<file path="config.mk">
export PLATFORM = sky130hd
export DESIGN_NAME = tdm_demultiplexer
export DESIGN_NICKNAME = d
export VERILOG_FILES = /design/src/rtl/tdm_demultiplexer.sv
export SDC_FILE = /design/constraint.sdc
export NUM_CORES = 1
export LEC_CHECK = 0
export ABC_AREA = 1
export BUFFER_PORTS_ARGS = -buffer_cell sky130_fd_sc_hd__buf_2
export CORE_ASPECT_RATIO = 1.1
export CORE_MARGIN = 1
export CORE_UTILIZATION = 56
export DETAILED_ROUTE_END_ITERATION = 8
export PLACE_DENSITY_LB_ADDON = 0.05
export SLEW_MARGIN = 20
export SYNTH_ARGS = -nofsm -noshare
export SYNTH_HDL_FRONTEND = slang
export SYNTH_SLANG_ARGS = --single-unit
</file>
<file path="constraint.sdc">
create_clock -name clk -period 3.42 [get_ports clk]
set_clock_uncertainty 0.15 [all_clocks]
set_input_delay 0.684 -clock clk [delete_from_list [all_inputs] [get_ports clk]]
set_output_delay 0.684 -clock clk [all_outputs]
set_load 0.03 [all_outputs]
</file>
<file path="src/rtl/tdm_demultiplexer.sv">
// Receive end of a 4-slot TDM link: tracks slot alignment from frame_sync,
// gathers one sample per slot and publishes all four lanes once per frame.
module tdm_demultiplexer #(
  parameter int LANE_WIDTH = 1,
  parameter int MISS_LIMIT = 2
) (
  input  logic                  clk,
  input  logic                  reset,
  input  logic [LANE_WIDTH-1:0] serial_in,
  input  logic                  bit_en,
  input  logic                  frame_sync,
  output logic [LANE_WIDTH-1:0] out0,
  output logic [LANE_WIDTH-1:0] out1,
  output logic [LANE_WIDTH-1:0] out2,
  output logic [LANE_WIDTH-1:0] out3,
  output logic                  addr0,
  output logic                  addr1,
  output logic                  locked,
  output logic                  frame_valid,
  output logic                  sync_err
);

  // Last flywheel miss still tolerated; one more miss drops lock.
  localparam logic [2:0] MISS_LAST = 3'(MISS_LIMIT - 1);

  typedef enum logic {HUNT, LOCKED} state_t;

  state_t                state;
  logic [1:0]            slot;
  logic [2:0]            miss_cnt;
  logic [LANE_WIDTH-1:0] shadow0, shadow1, shadow2;

  assign {addr1, addr0} = slot;

  always_ff @(posedge clk) begin
    if (reset) begin
      state       <= HUNT;
      slot        <= 2'd0;
      miss_cnt    <= 3'd0;
      shadow0     <= '0;
      shadow1     <= '0;
      shadow2     <= '0;
      out0        <= '0;
      out1        <= '0;
      out2        <= '0;
      out3        <= '0;
      locked      <= 1'b0;
      frame_valid <= 1'b0;
      sync_err    <= 1'b0;
    end else begin
      frame_valid <= 1'b0;
      sync_err    <= 1'b0;
      if (bit_en) begin
        case (state)
          HUNT: begin
            if (frame_sync) begin
              shadow0  <= serial_in;
              slot     <= 2'd1;
              miss_cnt <= 3'd0;
              state    <= LOCKED;
              locked   <= 1'b1;
            end
          end
          LOCKED: begin
            if (frame_sync) begin
              // A marker anywhere but slot 0 is a slip: restart the frame here.
              shadow0  <= serial_in;
              slot     <= 2'd1;
              miss_cnt <= 3'd0;
              if (slot != 2'd0) sync_err <= 1'b1;
            end else begin
              case (slot)
                2'd0: begin
                  if (miss_cnt < MISS_LAST) begin
                    miss_cnt <= miss_cnt + 3'd1;
                    shadow0  <= serial_in;
                    slot     <= 2'd1;
                  end else begin
                    state    <= HUNT;
                    locked   <= 1'b0;
                    slot     <= 2'd0;
                    miss_cnt <= 3'd0;
                    sync_err <= 1'b1;
                  end
                end
                2'd1: begin
                  shadow1 <= serial_in;
                  slot    <= 2'd2;
                end
                2'd2: begin
                  shadow2 <= serial_in;
                  slot    <= 2'd3;
                end
                default: begin
                  out0        <= shadow0;
                  out1        <= shadow1;
                  out2        <= shadow2;
                  out3        <= serial_in;
                  frame_valid <= 1'b1;
                  slot        <= 2'd0;
                end
              endcase
            end
          end
          default: begin
            state  <= HUNT;
            locked <= 1'b0;
            slot   <= 2'd0;
          end
        endcase
      end
    end
  end

endmodule

</file>
==> flow_metrics.env <==
export IMPL_tightest_slew_ns=0.298
export IMPL_cts_buffers=3
export IMPL_largest_reg_flops=3
export IMPL_path_clk_slew_ns=0.09
export IMPL_syn_area_per_cell_um2=7.55
export IMPL_cts_tree="yes"
export IMPL_ctsResizeCount=0
export IMPL_final_setup_viol_count=0
export IMPL_power_leakage_uw=0.000456
export IMPL_dp_hpwl_mm=1.10
export IMPL_fp_dieH_um=41.7
export IMPL_hold_violations=0
export IMPL_dieArea_um2=1590
export IMPL_cts_htree_levels=1
export IMPL_cts_sinks=16
export IMPL_multi_input_area_um2=412
export IMPL_yosys_area_share_simple_pct=27.3
export IMPL_routed_wirelength_mm=1.44
export IMPL_outcome="finished clean"
export IMPL_slew_violations=0
export IMPL_internal_power_uw=271
export IMPL_yosys_register_bits=16
export IMPL_maxCapViolations=0
export IMPL_end_kind="primary output"
export IMPL_io_buffers=13
export IMPL_yosysSeqAreaShare_pct=40.0
export IMPL_clkPwrFrac_pct=33.9
export IMPL_synthCells=106
export IMPL_clock_latency_ns=0.29
export IMPL_gp_congestion=0.802
export IMPL_post_drt_via_cell_ratio=4.96
export IMPL_hold_class="flip-flop to flip-flop"
export IMPL_area_delta_synth_final_pct=14.1
export IMPL_seqCellArea_um2=320
export IMPL_switching_share_pct=26.0
export IMPL_yosys_warnings=0
export IMPL_coreArea_um2=1250
export IMPL_crit_fanout=6
export IMPL_drc=0
export IMPL_tns_ns=0
export IMPL_pwr_share_seq_pct=53.2
export IMPL_synthMuxAreaShare_pct=0
export IMPL_switching_power_uw=95.4
export IMPL_biggestRegsByFlops="miss_cnt x3, slot x2"
export IMPL_max_slew_margin_pct=80.0
export IMPL_start_kind="flip-flop"
export IMPL_min_period_ns=1.77
export IMPL_critical_path_buf_inv_count=1
export IMPL_critPathTopFamily="flip-flops"
export IMPL_drtAntennaViolNets=0
export IMPL_syn_area_um2=801
export IMPL_grt_pass1_vias=619
export IMPL_drive_above_1_share_pct=19.7
export IMPL_start_util_pct=63.9
export IMPL_slowest_stage="dfxtp_1"
export IMPL_instances_no_fill=137
export IMPL_ctsLongestPathBuffers=2
export IMPL_fill_cells=103
export IMPL_row_count=13
export IMPL_max_stage_delay_ns=0.42
export IMPL_power_density_nw_per_um2=402
export IMPL_drt_iter0_drc=18
export IMPL_grt_total_usage_pct=22.8
export IMPL_peakVddDrop_mv=0.215
export IMPL_fmax_mhz=565
export IMPL_regMostFlops="miss_cnt"
export IMPL_wl_per_cell_um=10.5
export IMPL_grt_pass1_wl_mm=2.57
export IMPL_antenna_found_initial=0
export IMPL_crit_path_cell_trace="buf_2"
export IMPL_grt_ovfl_total=0
export IMPL_critical_path_arrival_ns=0.93
export IMPL_comb_power_share_pct=12.8
export IMPL_num_vias=679
export IMPL_io_pins=14
export IMPL_grt_setup_unrepaired="false"
export IMPL_synth_top_family_by_area="simple AND/OR/NAND/NOR gates"
export IMPL_grt_max_degree=11
export IMPL_ys_types=20
export IMPL_synthesis_nets=118
export IMPL_cts_root_buf="clkbuf_4"
export IMPL_synthXorXnorAreaFrac_pct=0
export IMPL_nets=135
export IMPL_postCtsHoldBufs=0
export IMPL_worstSetupPathType="flip-flop to primary output"
export IMPL_chipWidth_um=38.1
export IMPL_cts_setup_buffers=0
export IMPL_synthAdderAreaFrac_pct=10.9
export IMPL_worstPathRequired_ns=2.59
export IMPL_numPlacedInstances=133
export IMPL_post_route_period_util_pct=51.7
export IMPL_firstDrtPassIters=4
export IMPL_synth_compound_area_share_pct=13.1
export IMPL_diodes=0
cell families (layout without fill, tap and decap cells):
logic type | count (synthesis) | count (layout)
buf+inv | 17 | 33
simple gates | 48 | 48
fa+ha+maj | 7 | 7
flops | 16 | 16
compound gates | 18 | 18
power groups by stage:
stage               Combinational, µW  Clock [µW]  Sequential (µW)
floorplan                        29.7           0              204
global placement                 45.7           0              200
detailed placement               46.4           0              200
CTS                              46.8         130              195
global route                     53.5         137              196
finish                           47.1         124              195
worst min-delay path, delay by kind of cell (launching register included):
kind	cells	cell delay, ns
simple gates	1	0.06
flops	1	0.32
compound gates	1	0.05
per-layer routing:
| layer | GRT usage, % | wire length (µm) | share of wire (%) |
|---|---|---|---|
| met5 | 0 | 0 | 0 |
| met4 | 15.0 | 46 | 3.2 |
| met3 | 3.21 | 44 | 3.0 |
| met2 | 32.9 | 608 | 42 |
| met1 | 30.6 | 743 | 51 |
cell usage after synthesis (all sizes together):
cell type  count  share of area [%]
nand2         17                9.2
buf            1               0.94
nor2          18                9.4
a31oi          1               0.78
dfxtp         16                 40
a21oi          9                6.6
ha             7                 11
inv           15                7.0
a22oi          1               0.94
nor3           1               0.62
clkinv         1               0.62
nand4          4                3.1
o21ai          7                4.8
nand3          8                5.0
through the flow:
stage / instance area, µm² / hold slack [ns] / worst slack (ns) / power, µW / utilization, %
finish: 913 / 0.320 / 1.65 / 367 / 72.9
global route: 913 / 0.356 / 1.59 / 387 / 72.9
CTS: 913 / 0.323 / 1.64 / 372 / 72.9
detailed placement: 877 / 0.308 / 1.45 / 246 / 70.0
global placement: 877 / 0.295 / 1.52 / 245 / 70.0
floorplan: 801 / 0.285 / 1.78 / 234 / -
area by class of cell:
type                    instances  share of cell area (%)
clock buffers                   4                    3.97
repair buffers                 13                    7.12
inverters                      16                    6.71
well taps                      15                    2.05
flip-flops and latches         16                    35.1
multi-input cells              73                    45.1
placed cells by master (no fill, tap or decap), types with 4 or more instances in the layout:
cell / count
nand4_1: 4
buf_2: 13
nand3_1: 8
nand2_1: 15
nor2_1: 17
inv_1: 15
dfxtp_1: 16
ha_1: 7
o21ai_0: 4
a21oi_1: 7
path summary, 6_finish.rpt:
| check | slack, ns | from | end | cells after the start |
|---|---|---|---|---|
| max reg2reg | 1.84 | state | miss_cnt[2] | 8 |
| min | 0.32 | shadow2 | shadow2 | 2 |
| min reg2reg | 0.32 | shadow2 | shadow2 | 2 |
| max | 1.65 | slot[1] | addr1 | 1 |
No activity file was read; power rests on OpenSTA's default activity.
